### config.mk
export PLATFORM = sky130hd
export DESIGN_NAME = systolic_skew_feeder
export DESIGN_NICKNAME = d
export VERILOG_FILES = /design/src/rtl/systolic_skew_feeder.sv
export SDC_FILE = /design/constraint.sdc
export NUM_CORES = 1
export LEC_CHECK = 0
export BUFFER_PORTS_ARGS = -buffer_cell sky130_fd_sc_hd__clkbuf_2
export CAP_MARGIN = 25
export CORE_MARGIN = 4
export CORE_UTILIZATION = 45
export DETAILED_ROUTE_END_ITERATION = 10
export PLACE_DENSITY = 0.64
export SLEW_MARGIN = 30
export SYNTH_ARGS = -nofsm -noshare
export SYNTH_HDL_FRONTEND = slang
export SYNTH_SLANG_ARGS = --single-unit
### constraint.sdc
create_clock -name clk -period 3.97 [get_ports clk]
set_clock_uncertainty 0.15 [all_clocks]
set_input_delay 0.397 -clock clk [delete_from_list [all_inputs] [get_ports clk]]
set_output_delay 0.397 -clock clk [all_outputs]
set_load 0.005 [all_outputs]
### src/rtl/systolic_skew_feeder.sv
// Input stage for the 8x8 1-bit systolic array: buffers row vectors in a small
// FIFO and releases each one diagonally skewed so its wavefront enters aligned.

module systolic_skew_feeder #(
  parameter int LANES = 8,
  parameter int DEPTH = 4
) (
  input  logic             clk,
  input  logic             rst,
  input  logic [LANES-1:0] in_data,
  input  logic             in_valid,
  output logic             in_ready,
  input  logic             start,
  input  logic             flush,
  output logic [LANES-1:0] sys_out,
  output logic [LANES-1:0] out_tag,
  output logic             busy,
  output logic             done
);

  localparam int PTR_W = $clog2(DEPTH);
  localparam int CNT_W = PTR_W + 1;

  typedef enum logic [1:0] {
    S_IDLE   = 2'd0,
    S_STREAM = 2'd1,
    S_DRAIN  = 2'd2
  } state_t;

  state_t           state_r;
  logic             busy_r;
  logic             done_r;
  logic [LANES-1:0] mem_r [DEPTH];
  logic [PTR_W-1:0] wr_ptr_r;
  logic [PTR_W-1:0] rd_ptr_r;
  logic [CNT_W-1:0] count_r;

  logic             ready_s;
  logic             push_s;
  logic             pop_s;
  logic             drain_done_s;
  logic [LANES-1:0] stage0_dat_s;
  logic [LANES-1:0] inner_tag_s;

  // Ready never reopens on a same-cycle pop: no bypass path from pop to push.
  always_comb begin
    ready_s = 1'b0;
    if (rst) begin
      ready_s = 1'b0;
    end else if ((count_r < CNT_W'(DEPTH)) && (state_r != S_DRAIN)) begin
      ready_s = 1'b1;
    end else begin
      ready_s = 1'b0;
    end
  end

  // Pop decision, head word into stage 0 of every lane, and drain completion.
  always_comb begin
    pop_s        = 1'b0;
    stage0_dat_s = '0;
    drain_done_s = 1'b0;
    if (((state_r == S_STREAM) || (state_r == S_DRAIN)) && (count_r != '0)) begin
      pop_s        = 1'b1;
      stage0_dat_s = mem_r[rd_ptr_r];
    end else begin
      pop_s        = 1'b0;
      stage0_dat_s = '0;
    end
    // Only final stages may still be occupied: after this edge the tags read all-zero.
    if (!pop_s && (inner_tag_s == '0)) begin
      drain_done_s = 1'b1;
    end else begin
      drain_done_s = 1'b0;
    end
  end

  assign push_s   = in_valid && ready_s;
  assign in_ready = ready_s;
  assign busy     = busy_r;
  assign done     = done_r;

  // FIFO storage; contents are don't-care until written, so no reset.
  always_ff @(posedge clk) begin
    if (push_s) begin
      mem_r[wr_ptr_r] <= in_data;
    end
  end

  // FIFO pointers wrap naturally because DEPTH is a power of two.
  always_ff @(posedge clk or posedge rst) begin
    if (rst) begin
      wr_ptr_r <= '0;
      rd_ptr_r <= '0;
      count_r  <= '0;
    end else begin
      if (push_s) begin
        wr_ptr_r <= wr_ptr_r + PTR_W'(1);
      end
      if (pop_s) begin
        rd_ptr_r <= rd_ptr_r + PTR_W'(1);
      end
      case ({push_s, pop_s})
        2'b10:   count_r <= count_r + CNT_W'(1);
        2'b01:   count_r <= count_r - CNT_W'(1);
        default: count_r <= count_r;
      endcase
    end
  end

  // Control FSM with registered busy/done so both change together with state.
  always_ff @(posedge clk or posedge rst) begin
    if (rst) begin
      state_r <= S_IDLE;
      busy_r  <= 1'b0;
      done_r  <= 1'b0;
    end else begin
      done_r <= 1'b0;
      case (state_r)
        S_IDLE: begin
          if (flush) begin
            state_r <= S_DRAIN;
            busy_r  <= 1'b1;
          end else if (start) begin
            state_r <= S_STREAM;
            busy_r  <= 1'b1;
          end else begin
            state_r <= S_IDLE;
            busy_r  <= 1'b0;
          end
        end
        S_STREAM: begin
          if (flush) begin
            state_r <= S_DRAIN;
          end else begin
            state_r <= S_STREAM;
          end
        end
        S_DRAIN: begin
          if (drain_done_s) begin
            state_r <= S_IDLE;
            busy_r  <= 1'b0;
            done_r  <= 1'b1;
          end else begin
            state_r <= S_DRAIN;
          end
        end
        default: begin
          state_r <= S_IDLE;
          busy_r  <= 1'b0;
        end
      endcase
    end
  end

  // Lane j is a chain of j+1 stages; the last stage drives the array column.
  for (genvar j = 0; j < LANES; j++) begin : g_lane
    logic [j:0] dat_r;
    logic [j:0] tag_r;

    if (j == 0) begin : g_head
      // Single-stage lane: loads the popped bit or a bubble every edge.
      always_ff @(posedge clk or posedge rst) begin
        if (rst) begin
          dat_r <= 1'b0;
          tag_r <= 1'b0;
        end else begin
          dat_r <= stage0_dat_s[0];
          tag_r <= pop_s;
        end
      end
      assign inner_tag_s[0] = 1'b0;
    end else begin : g_chain
      // Multi-stage lane: shifts every edge regardless of state.
      always_ff @(posedge clk or posedge rst) begin
        if (rst) begin
          dat_r <= '0;
          tag_r <= '0;
        end else begin
          dat_r <= {dat_r[j-1:0], stage0_dat_s[j]};
          tag_r <= {tag_r[j-1:0], pop_s};
        end
      end
      assign inner_tag_s[j] = |tag_r[j-1:0];
    end

    assign sys_out[j] = dat_r[j];
    assign out_tag[j] = tag_r[j];
  end

  // Occupancy must never exceed capacity.
  always @(posedge clk) begin
    if (!rst) begin
      assert (count_r <= CNT_W'(DEPTH));
    end
  end

endmodule

# After elaboration in Yosys (flattened, before gate mapping)
# Memory sizes are Yosys's and may differ from the RTL's.
# Cells that the tools add are included.
[totals]
reg_bits = 83
ramBits = 32
out_inout_bits = 19
wordCells = 71
memories = 1
[memory_table]
columns = ["memory", "depth", "word_bits", "rd", "rd_ports_with_merged_regs", "write_ports", "line", "source"]
rows = [
  ["mem_r", 4, 8, 1, 0, 1, "33", "logic [LANES-1:0] mem_r [DEPTH];"],
]
[op_classes]
n_addsub = 4
magnitude_cmp = 1
n_eq_ne = 6
mux = 19
n_bitwise = 1
n_reduce_logical = 17
[op_table]
columns = ["op", "n"]
rows = [
  ["$mux 1", 12],
  ["$logic_not 8->1", 1],
  ["$mux 8", 1],
  ["$reduce_or 7->1", 1],
  ["$mux 2", 3],
  ["$pmux 2 s3", 1],
  ["$pmux 3 s2", 1],
  ["$reduce_or 6->1", 1],
  ["$reduce_or 5->1", 1],
  ["$add 2x1->2 const B", 2],
  ["$eq 2x1->1 const B", 2],
  ["$eq 2x2->1 const B", 2],
  ["$logic_and 1x1->1", 4],
  ["$ne 2x2->1 const B", 2],
  ["$reduce_or 4->1", 1],
  ["$add 3x1->3 const B", 1],
  ["$lt 3x3->1 const B", 1],
  ["$pmux 1 s3", 1],
  ["$reduce_bool 3->1", 1],
  ["$reduce_or 3->1", 1],
  ["$sub 3x1->3 const B", 1],
  ["$logic_not 2->1", 1],
  ["$reduce_and 2->1", 1],
  ["$reduce_bool 2->1", 1],
  ["other kinds (4)", 4],
]

# Logic depth before layout (Yosys ltp)
# Gate-level depths: netlist (run 1).
[depth]
depth_word = 9
depth_mapped = 11
depth_no_buf = 11

# Least setup slack after synthesis (run 1)
# No wires, ideal clock.
[synth_path]
path_kind = "flip-flop to flip-flop"
start = "reg state_r[0]"
end = "reg count_r[2]"
setup_ps = 79
arrival_time_ps = 2126
path_slack_ps = 1615
path_stages_with_launch = 11
path_buffers = 1
period_less_slack_ps = 2355
path_cell_list = "dfrtp_1 > inv_1 > ha_1 > o31a_1 > clkbuf_1 > ha_1 > inv_1 > fa_1 > xor2_1 > nor2_1 > xor2_1"
[synth_between]
elab_cells_between_ends = 14
[synth_rtl]
columns = ["element", "line", "source"]
rows = [
  ["start, declared", "30", "state_t state_r;"],
  ["start signal, assigned", "113", "state_r <= S_IDLE;"],
  ["start signal, assigned", "121", "state_r <= S_DRAIN;"],
  ["start signal, assigned", "124", "state_r <= S_STREAM;"],
  ["$eq 2x1->1 / $eq 2x2->1 (equally long branches)", "62", "if (((state_r == S_STREAM) || (state_r == S_DRAIN)) && (count_r != '0)) begin"],
  ["$logic_or 1x1->1 (*)", "62", ""],
  ["$logic_and 1x1->1 (*)", "62", ""],
  ["$mux 1 (*)", "62", ""],
  ["via pop_s", "40", "logic pop_s;"],
  ["$eq 2x1->1 / $eq 2x2->1 (equally long branches)", "102", "case ({push_s, pop_s})"],
  ["$pmux 3 s2 / $reduce_bool 2->1 (equally long branches)", "n/a", ""],
  ["end signal, assigned", "103", "2'b10: count_r <= count_r + CNT_W'(1);"],
  ["end signal, assigned", "104", "2'b01: count_r <= count_r - CNT_W'(1);"],
  ["end signal, assigned", "105", "default: count_r <= count_r;"],
  ["end, declared", "36", "logic [CNT_W-1:0] count_r;"],
]
# The timed path passes the listed nets; every way through them passes the cells marked *.
# A chain may end at the register's enable or synchronous reset.

# Worst setup path after layout (run 1)
[layout_path]
start = "reg state_r[0]"
end = "reg count_r[2]"
[layout_between]
elab_chain_len = 7
elab_cells_between_ends = 14
[layout_lines]
columns = ["element", "line", "source"]
rows = [
  ["$ne 2x2->1", "50", "end else if ((count_r < CNT_W'(DEPTH)) && (state_r != S_DRAIN)) begin"],
  ["$logic_and 1x1->1", "50", ""],
  ["$mux 1", "50", ""],
  ["$mux 1", "48", "if (rst) begin"],
  ["$logic_and 1x1->1", "77", "assign push_s = in_valid && ready_s;"],
  ["$eq 2x1->1 / $eq 2x2->1 (equally long branches)", "102", ""],
  ["$pmux 3 s2 / $reduce_bool 2->1 (equally long branches)", "n/a", ""],
]
# Several ways; a longest one is shown, not always the timed one.

==> results of run 1 <==
==> per-layer routing <==
metal	track usage [%]	vias up	part of all wire, %
met5	0	-	0
met2	19.29	36	53
li1	-	624	-
met1	13.61	684	39
met4	7.653	0	2.5
met3	4.174	10	5.2
==> synth_stat cells <==
library cell	instances
o31ai_1	1
nor4b_1	1
nand2_1	1
o21ai_0	2
clkbuf_1	2
nor3_1	2
and2_1	9
or3_1	1
or4_1	1
xnor2_1	3
ha_1	9
or4_4	1
mux2i_1	2
o32a_1	1
nor2_1	1
mux2_2	1
o31a_1	1
buf_2	1
mux4_2	8
inv_1	10
a21oi_1	2
and3_1	4
edfxtp_1	32
xor2_1	3
buf_4	9
fa_1	1
dfrtp_1	55
==> power by group <==
| part | switching (W) | total [W] | internal [W] | leakage, nW |
|---|---|---|---|---|
| combinational | 0.000259 | 0.000547 | 0.000288 | 0.406 |
| clock | 0.000302 | 0.000604 | 0.000301 | 0.101 |
| sequential | 0.000150 | 0.00133 | 0.00118 | 0.978 |
| total | 0.000711 | 0.00249 | 0.00177 | 1.49 |
==> worst max-delay path: stages, from the launching register on <==
cell and delay [ns]:
dfrtp_1 0.39, inv_1 0.08, ha_1 0.25, nor3_1 0.45, and2_1 0.27, inv_1 0.06
ha_1 0.22, inv_1 0.08, fa_1 0.18, xor2_1 0.17, nor2_1 0.07, xor2_1 0.14
==> cells in the final DEF (no fill, tap or decap), types with 2 or more instances in the layout <==
cell type	synthesis	final
dfrtp_1	55	55
edfxtp_1	32	32
clkbuf_2	0	31
inv_1	10	9
and2_1	9	9
ha_1	9	9
clkbuf_8	0	9
mux4_2	8	8
and3_1	4	4
xnor2_1	3	3
xor2_1	3	3
mux2i_1	2	2
nor3_1	2	2
o21ai_0	2	2
a21oi_1	2	2
inv_4	0	2
inv_6	0	2
==> state kept, by name, indices dropped and copies added (netlist names) <==
name / cells
busy: 1
count_r: 3
wr_ptr_r: 2
rd_ptr_r: 2
done: 1
state_r: 2
g_lane.tag_r: 8
mem_r: 32
g_lane.dat_r: 36
==> logic make-up (layout without fill, tap and decap cells) <==
kind of cell / after synthesis / after routing / synth area share, %
adder cells (fa/ha/maj): 10 / 10 / 4.377
XOR/XNOR: 6 / 6 / 1.734
flip-flops: 87 / 87 / 77.13
buffers and inverters: 22 / 57 / 3.881
multiplexers: 11 / 11 / 6.978
AND/OR/NAND/NOR: 21 / 21 / 4.376
AO/OA/AOI/OAI: 7 / 7 / 1.528
==> area by class of cell <==
cell class	count	area, um^2
Clock buffer	10	131.4
Fill cell	530	3057
Tap cell	77	96.34
Clock inverter	6	66.31
Multi-Input combinational cell	55	575.6
Timing Repair Buffer	31	155.1
Sequential cell	87	2337
Inverter	10	40.04
==> path summary, 6_finish.rpt <==
check | end | slack [ns]
min reg2reg | g_lane[7].dat_r[5]$_DFF_PP0_ | 0.20
max reg2reg | count_r[2]$_DFFE_PP0P_ | 1.34
max in group asynchronous | g_lane[7].dat_r[4]$_DFF_PP0_ | 3.25
min | wr_ptr_r[1]$_DFFE_PP0P_ | -0.01
min in group clk | state_r[0]$_DFF_PP0_ | 0.08
max | count_r[2]$_DFFE_PP0P_ | 1.34
==> metrics by stage <==
step                      instances  instance area, um^2  setup slack (ns)  util (%)
after floorplan                 164                 3030             1.615         -
after global placement          260                 3202             1.522     49.57
after detailed placement        260                 3204             1.314     49.61
after CTS                       276                 3402             1.292     52.67
after global routing            276                 3402             1.140     52.67
final                           276                 3402             1.336     52.67
==> metrics, run 1 <==
Seq/Total Area, Yosys=~77%; syn nets=187; final critical-path share of the clock period=about two thirds; max_cap viols=0; setup_tns=0 ns; Final Hold Viols=11; FF-to-FF Start=state_r[0]$_DFF_PP0_; Crit. End Element=flip-flop; Worst-Margin Slew=roughly 0.64 ns; top cell type by total area after synthesis=dfrtp_1; endpoints failing setup=0; Die ar.=between 8000 and 9000 um^2; Mapped Cells=around 160; Synth cell types=27; CP Max Fanout=6; Vias/cell=4.906; GRT Total Usage=between 10% and 20%; largest net degree at the start of global routing=56; die height=between 90 and 100 um; Req. time, crit path=around 4 ns; chip width=approximately 90 um; grt ovf=0; total power=approximately 0.0025 W; Worst Reg2Reg Path Length in Cells=11; Residual DRC=0; CTS Buffer Depth=2; # IOs=32; WL final=4302 um; Synth area leaders=dfrtp_1 (45%), edfxtp_1 (32%), mux4_2 (5.9%); violated checks=negative hold slack; hold buffers post-CTS=0; CTS Sinks=87; Antenna diodes=0; cts repair resizes=0; Post-CTS Setup Bufs=0; mean post-synth cell area=around 18 um^2; drt pass-1 iters=4; RSZ-0062 raised after global routing=no; CTS H-tree depth=3; Fmax=between 300 and 400 MHz; worst setup path category=flip-flop to flip-flop; Slew Limit Fails=0; CTS tree=yes; Num CTS Buffers=9; drt initial violations=25; wire per inst=15.59 um; layout cells sized above 1=between 20% and 30%; initial antenna violation count=0; crit start category=flip-flop; slew margin rel.=57.42%; crit path from=state_r[0]$_DFF_PP0_; CP Data Arrival Time=~2.7 ns; Syn-to-layout area delta=12.26%; Lkg Pwr=1.485 nW; pwr/cell area=approximately 730 nW/um^2; nets=approximately 220; fin crit period=2.634 ns; Hold Slack=-0.01118 ns; Worst-Skew Late Latency=0.35 ns; Reg clk slew, reported paths=approximately 0.08 ns; area share of the largest cell type after synthesis=a little under half; status=finished, violations left; global-route wire length before repair=7272 um; Row Count=29; Max IR drop VDD=between 0.0002 and 0.0003 V; Synth Cell Area=a little over 3000 um^2; Hold Crit Class=input pin to async pin; number of global-route vias before repair=approximately 1500; Routed Antenna Nets=0; Vias=1354; Synth Register Bits=between 80 and 90; root buffer cell=clkbuf_8; Initial Utilization=between 40% and 50%; area of the core=approximately 6500 um^2; Synthesis Warnings=0; DP HPWL=2875 um; gp weighted congestion=~0.71; PortBufs=31
Note: power is estimated with default switching activity, not from simulation.
==> run 2, diff against run 1 <==
--- a/config.mk
+++ b/config.mk
@@ -10,7 +10,7 @@
 export CORE_MARGIN = 4
 export CORE_UTILIZATION = 45
 export DETAILED_ROUTE_END_ITERATION = 10
-export PLACE_DENSITY = 0.64
+export PLACE_DENSITY = 0.66
 export SLEW_MARGIN = 30
 export SYNTH_ARGS = -nofsm -noshare
 export SYNTH_HDL_FRONTEND = slang
==> constraint.sdc (replaced) <==
create_clock -name clk -period 2.25 [get_ports clk]
set_clock_uncertainty 0.15 [all_clocks]
set_input_delay 0.225 -clock clk [delete_from_list [all_inputs] [get_ports clk]]
set_output_delay 0.225 -clock clk [all_outputs]
set_load 0.005 [all_outputs]
==> run 2 against run 1 <==
Effect of this change:
- the run now ends clean
- sequential share of layout area is 3.4 points lower
- power is 78% higher
- global-route usage hardly changed
- critical path type unchanged
==> metrics, run 2 (synthesized netlist as in run 1, its figures left out) <==
Slew Limit Fails=0; max FFs per register=36; fin crit period=2.136 ns; drt pass-1 iters=4; chip width=90.06 um; GRT Total Usage=approximately an eighth; Req. time, crit path=approximately 2.4 ns; clock network fraction of total power=about a fifth; Switching Share=between 20% and 30%; pwr/cell area=approximately 1200 nW/um^2; CTS tree=yes; total power=approximately 0.0044 W; global-route wire length before repair=7320 um; Seq pwr share=53.6%; commonest non-fill, non-tap cell in the layout=dfrtp_1; status=finished, final reports clean; CP Data Arrival Time=2.25 ns; Hold Slack=around 0.051 ns; fillers=between 500 and 600; Row Count=29; Int Pwr=~0.0031 W; Residual DRC=0; most frequent cells in the layout=dfrtp_1 (55), edfxtp_1 (32), clkbuf_2 (31), dlygate4sd3_1 (10); max_cap viols=0; largest net degree at the start of global routing=56; Worst-Margin Slew=around 0.64 ns; die height=90.06 um; PortBufs=31; Routed Antenna Nets=0; Placed Cells=265; # IOs=32; initial antenna violation count=0; multi-input logic area=between 600 and 700 um^2; Hold Crit Class=input pin to flip-flop; nets=approximately 240; Antenna diodes=0; number of global-route vias before repair=roughly 1500; area of the core=6459 um^2; RSZ-0062 raised after global routing=no; WL final=between 4000 and 5000 um; Vias/cell=between 4 and 5; switching pwr=roughly 0.0013 W; Syn-to-layout area delta=18.08%; Die ar.=8111 um^2; slew margin rel.=57.22%; Crit. End Element=flip-flop; PnR worst setup slack=0.1136 ns; max incr delay on CP=approximately 0.42 ns; endpoints failing setup=0; gp weighted congestion=approximately 0.73; Most flops, register=g_lane.dat_r; Finished Layout Cells=~300; Lkg Pwr=between 1.5 and 2 nW; Max IR drop VDD=about 0.00045 V; largest registers=g_lane.dat_r: 36 flops, mem_r: 32 flops, g_lane.tag_r: 8 flops; root buffer cell=clkbuf_8; Reg clk slew, reported paths=around 0.080 ns; drt initial violations=42; worst setup path category=flip-flop to flip-flop; Initial Utilization=between 40 and 50%; Num CTS Buffers=9; Worst-Skew Late Latency=between 0.3 and 0.4 ns; CTS Sinks=just under 90; most used cell, CP=xor2_1; wire per inst=around 15 um; cell chain of the critical path=inv_2 -> ha_4 -> o31a_1 -> ha_2 -> inv_1 -> fa_2 -> xor2_1 -> nor2_1 -> xor2_1; register area=between 2000 and 2500 um^2; power share of the combinational group=between 20% and 30%; Vias=1429; CTS H-tree depth=3; CTS Buffer Depth=2; CP Max Fanout=3; slowest library cell on the worst path=dfrtp_1; crit start category=flip-flop; layout cells sized above 1=approximately 33%; Final Hold Viols=0; grt ovf=0; post-layout util=55.40%; Fmax=about 470 MHz; DP HPWL=roughly 2800 um; Post-Place Setup Slack=-0.01081 ns; final critical-path share of the clock period=about 95%
[run 2: changes by cell type in the layout (fill, tap and decap cells not counted), sizes merged]
cell / before / now
buf: 0 / 9
bufinv: 1 / 0
dlygate4sd3: 0 / 10
inv: 13 / 11
clkinv: 1 / 4
[run 2: power groups by stage]
stage | clock network, W | logic, W | registers (W)
2_1_floorplan | 0 | 0.000846 | 0.00227
3_3_place_gp | 0 | 0.000980 | 0.00237
3_5_place_dp | 0 | 0.00103 | 0.00241
4_1_cts | 0.000965 | 0.00106 | 0.00237
5_1_grt | 0.00105 | 0.00126 | 0.00243
6_report | 0.000939 | 0.00111 | 0.00237
[run 2: cell type report]
type	count	share of cell area, %
Clock buffer	10	3.566
Clock inverter	6	1.294
Inverter	10	1.049
Multi-Input combinational cell	55	17.06
Sequential cell	87	65.31
Tap cell	77	2.692
Timing Repair Buffer	50	9.021
[run 2: path summary, 6_finish.rpt]
| path | depth (start not counted) | from | endpoint | slack (ns) |
|---|---|---|---|---|
| worst max-delay path | 9 | state_r[1]$_DFF_PP0_ | count_r[2]$_DFFE_PP0P_ | 0.11 |
| worst min-delay path | 3 | start | busy$_DFFE_PP0P_ | 0.05 |
| worst max register to register | 9 | state_r[1]$_DFF_PP0_ | count_r[2]$_DFFE_PP0P_ | 0.11 |
| worst min register to register | 0 | g_lane[7].dat_r[2]$_DFF_PP0_ | g_lane[7].dat_r[3]$_DFF_PP0_ | 0.20 |
| max in group asynchronous | 4 | rst | g_lane[7].dat_r[2]$_DFF_PP0_ | 1.04 |
| min in group asynchronous | 4 | rst | g_lane[7].dat_r[1]$_DFF_PP0_ | 0.48 |
[run 2: what timing repair did]
action | in CTS | in global routing
pin swaps | 0 | 4
buffers inserted | 1 | 3
gates resized for setup | 1 | 6
endpoints found under the setup margin | 1 | 1
endpoints found under the hold margin | 89 | 0
hold buffers | 10 | 0
[run 2: layer usage]
metal / wire length [um] / vias to the layer above / GRT usage (%)
li1: - / 668 / -
met5: 0 / - / 0
met1: 1839 / 727 / 13.70
met4: 75 / 0 / 7.653
met3: 190 / 5 / 3.506
met2: 2212 / 29 / 19.66
[run 2: per-stage QoR]
step	area (um^2)	TNS (ns)
3_3_place_gp	3244	0
4_1_cts	3528	0
3_5_place_dp	3244	-0.01081
5_1_grt	3578	0
2_1_floorplan	3039	0
6_report	3578	0
[run 2: worst max-delay path, delay by kind of cell (launching register included)]
kind | cells | cell delay (ns)
AO/OA/AOI/OAI | 1 | 0.14
AND/OR/NAND/NOR | 1 | 0.13
adder cells (fa/ha/maj) | 3 | 0.78
XOR/XNOR | 2 | 0.30
buffers and inverters | 2 | 0.13
flip-flops | 1 | 0.42
==> run 3, diff against run 2 <==
--- a/config.mk
+++ b/config.mk
@@ -10,7 +10,7 @@
 export CORE_MARGIN = 4
 export CORE_UTILIZATION = 45
 export DETAILED_ROUTE_END_ITERATION = 10
-export PLACE_DENSITY = 0.66
+export PLACE_DENSITY = 0.64
 export SLEW_MARGIN = 30
 export SYNTH_ARGS = -nofsm -noshare
 export SYNTH_HDL_FRONTEND = slang
==> constraint.sdc (replaced) <==
create_clock -name clk -period 2.24 [get_ports clk]
set_clock_uncertainty 0.15 [all_clocks]
set_input_delay 0.224 -clock clk [delete_from_list [all_inputs] [get_ports clk]]
set_output_delay 0.224 -clock clk [all_outputs]
set_load 0.005 [all_outputs]
==> run 3 against run 2 <==
Effect of this change:
- combinational power grew 6%
- sequential power down 2%
- setup slack got worse by 0.044 ns
- cell count increased by 0.68%
- count of clock-buffer cells in the layout is 1 higher
- via count about the same
- first-iteration DRC count down 29%
- maximum frequency decreased by 1.5%
- critical path type unchanged
- critical endpoint unchanged
==> metrics, run 3 (synthesized netlist as in run 1, its figures left out) <==
max_cap viols=0; largest registers=g_lane.dat_r: 36 flops, mem_r: 32 flops, g_lane.tag_r: 8 flops; status=finished, final reports clean; pwr/cell area=1239 nW/um^2; Most flops, register=g_lane.dat_r; Hold Path Origin=start; Vias/cell=just under 5; gp weighted congestion=between 0.7 and 0.8; Initial Utilization=46.92%; Placed Cells=about 270; Cell Area, Placed=approximately 3300 um^2; Row Count=29; Worst-Skew Late Latency=~0.34 ns; Vias=~1400; WL final=between 4000 and 5000 um; CP Data Arrival Time=about 2.3 ns; slew margin rel.=about two thirds; most frequent cells in the layout=dfrtp_1 (55), edfxtp_1 (32), clkbuf_2 (31), buf_4 (11), dlygate4sd3_1 (10); Fmax=around 460 MHz; CP Max Fanout=3; Finished Layout Cells=~300; Reg2Reg Capture Point=count_r[2]$_DFFE_PP0P_; Routed Antenna Nets=0; worst hold path depth=3; wire per inst=around 15 um; area of the core=6459 um^2; worst setup path category=flip-flop to flip-flop; global-route wire length before repair=about 7500 um; CTS Buffer Depth=2; drt pass-1 iters=3; nets=approximately 240; Residual DRC=0; flop2flop setup slack=between 0.07 and 0.08 ns; commonest non-fill, non-tap cell in the layout=dfrtp_1; Lkg Pwr=around 1.6 nW; CTS H-tree depth=3; fin crit period=2.170 ns; Hold Slack=0.05032 ns; endpoints failing setup=0; Die ar.=between 8000 and 9000 um^2; Req. time, crit path=roughly 2.4 ns; number of global-route vias before repair=approximately 1600; CTS Sinks=a little under 90; max FFs per register=36; Worst Reg2Reg Path Length in Cells=9; # IOs=32; Crit. End Element=flip-flop; final critical-path share of the clock period=a little over nine tenths; CTS tree=yes; crit start category=flip-flop; die height=90.06 um; Max IR drop VDD=between 0.0004 and 0.0005 V; initial antenna violation count=0; PortBufs=31; FF-to-FF Start=state_r[1]$_DFF_PP0_; chip width=approximately 90 um; layout cells sized above 1=about a third; Syn-to-layout area delta=18.21%; Worst Hold Endpoint=state_r[0]$_DFF_PP0_; largest net degree at the start of global routing=24; fillers=~530; DP HPWL=between 2000 and 3000 um; Reg clk slew, reported paths=around 0.08 ns; Worst-Margin Slew=slightly below 0.5 ns; Slew Limit Fails=0; Num CTS Buffers=9; post-layout util=a little under three fifths; Final Hold Viols=0; Finished Cell Area=around 3600 um^2; GRT Total Usage=approximately an eighth; root buffer cell=clkbuf_8; Antenna diodes=0; drt initial violations=30; grt ovf=0; Hold Crit Class=input pin to flip-flop
## run 3: cell count changes in the layout (fill, tap and decap cells not counted)
cell,delta
buf_4,+2
clkinv_2,+2
clkinv_4,-2
and2_1,-1
and2_4,+1
clkbuf_1,+1
clkinv_1,-1
ha_1,+1
ha_4,-1
nor3_2,-1
nor3_4,+1
## run 3: timing repair
item                                    4_1_cts  5_1_grt
endpoints found under the hold margin        55        0
hold buffers                                 10        0
resized for setup                             3        5
endpoints found under the setup margin        1        2
buffers inserted                              2        2
pin swaps                                     1        2
## run 3: worst max-delay path by stage
stage,cells after the start,endpoint,startpoint
after floorplan,10,count_r[2]$_DFFE_PP0P_,state_r[0]$_DFF_PP0_
after global placement,11,count_r[2]$_DFFE_PP0P_,state_r[0]$_DFF_PP0_
after detailed placement,11,count_r[2]$_DFFE_PP0P_,state_r[0]$_DFF_PP0_
after CTS,11,count_r[2]$_DFFE_PP0P_,state_r[0]$_DFF_PP0_
after global routing,9,count_r[2]$_DFFE_PP0P_,state_r[1]$_DFF_PP0_
final,9,count_r[2]$_DFFE_PP0P_,state_r[1]$_DFF_PP0_
## run 3: layout make-up
type                       count  area (um^2)  area share (%)
sequential                    87         2337           65.25
timing repair buffer          52        337.8           9.431
multi-input combinational     55        606.8           16.94
clock inverter                 5        35.03          0.9780
inverter                      10        37.54           1.048
tap                           77        96.34           2.689
clock buffer                  11        131.4           3.667
## run 3: through the flow
step,setup TNS (ns),setup WS [ns],total power (W)
floorplan,0,0.01220,0.003146
global placement,0,0.1343,0.003377
detailed placement,-0.06980,-0.06980,0.003466
CTS,0,0.004808,0.004444
global route,-0.02525,-0.02525,0.004769
finish,0,0.07001,0.004437
## run 3: metal layers
metal  up-vias  track usage, %  wire, um  share of wire, %
li1        669               -         -                 -
met1       720           13.99      1793                41
met3         9           3.172       163               3.7
met5         -               0         0                 0
met4         0           6.888       111               2.5
met2        32           20.29      2292                53
## run 3: power breakdown
| group | total [W] | switching, W | internal, W |
|---|---|---|---|
| Combinational | 0.00118 | 0.000534 | 0.000651 |
| Clock | 0.000923 | 0.000517 | 0.000406 |
| Sequential | 0.00233 | 0.000229 | 0.00210 |
## run 3: worst max-delay path: stages (launching register included)
cell,delay (ns)
dfrtp_1,0.43
inv_2,0.06
ha_1,0.27
o31a_1,0.16
ha_2,0.20
inv_1,0.06
fa_2,0.33
xor2_1,0.15
nor2_1,0.11
xor2_1,0.18
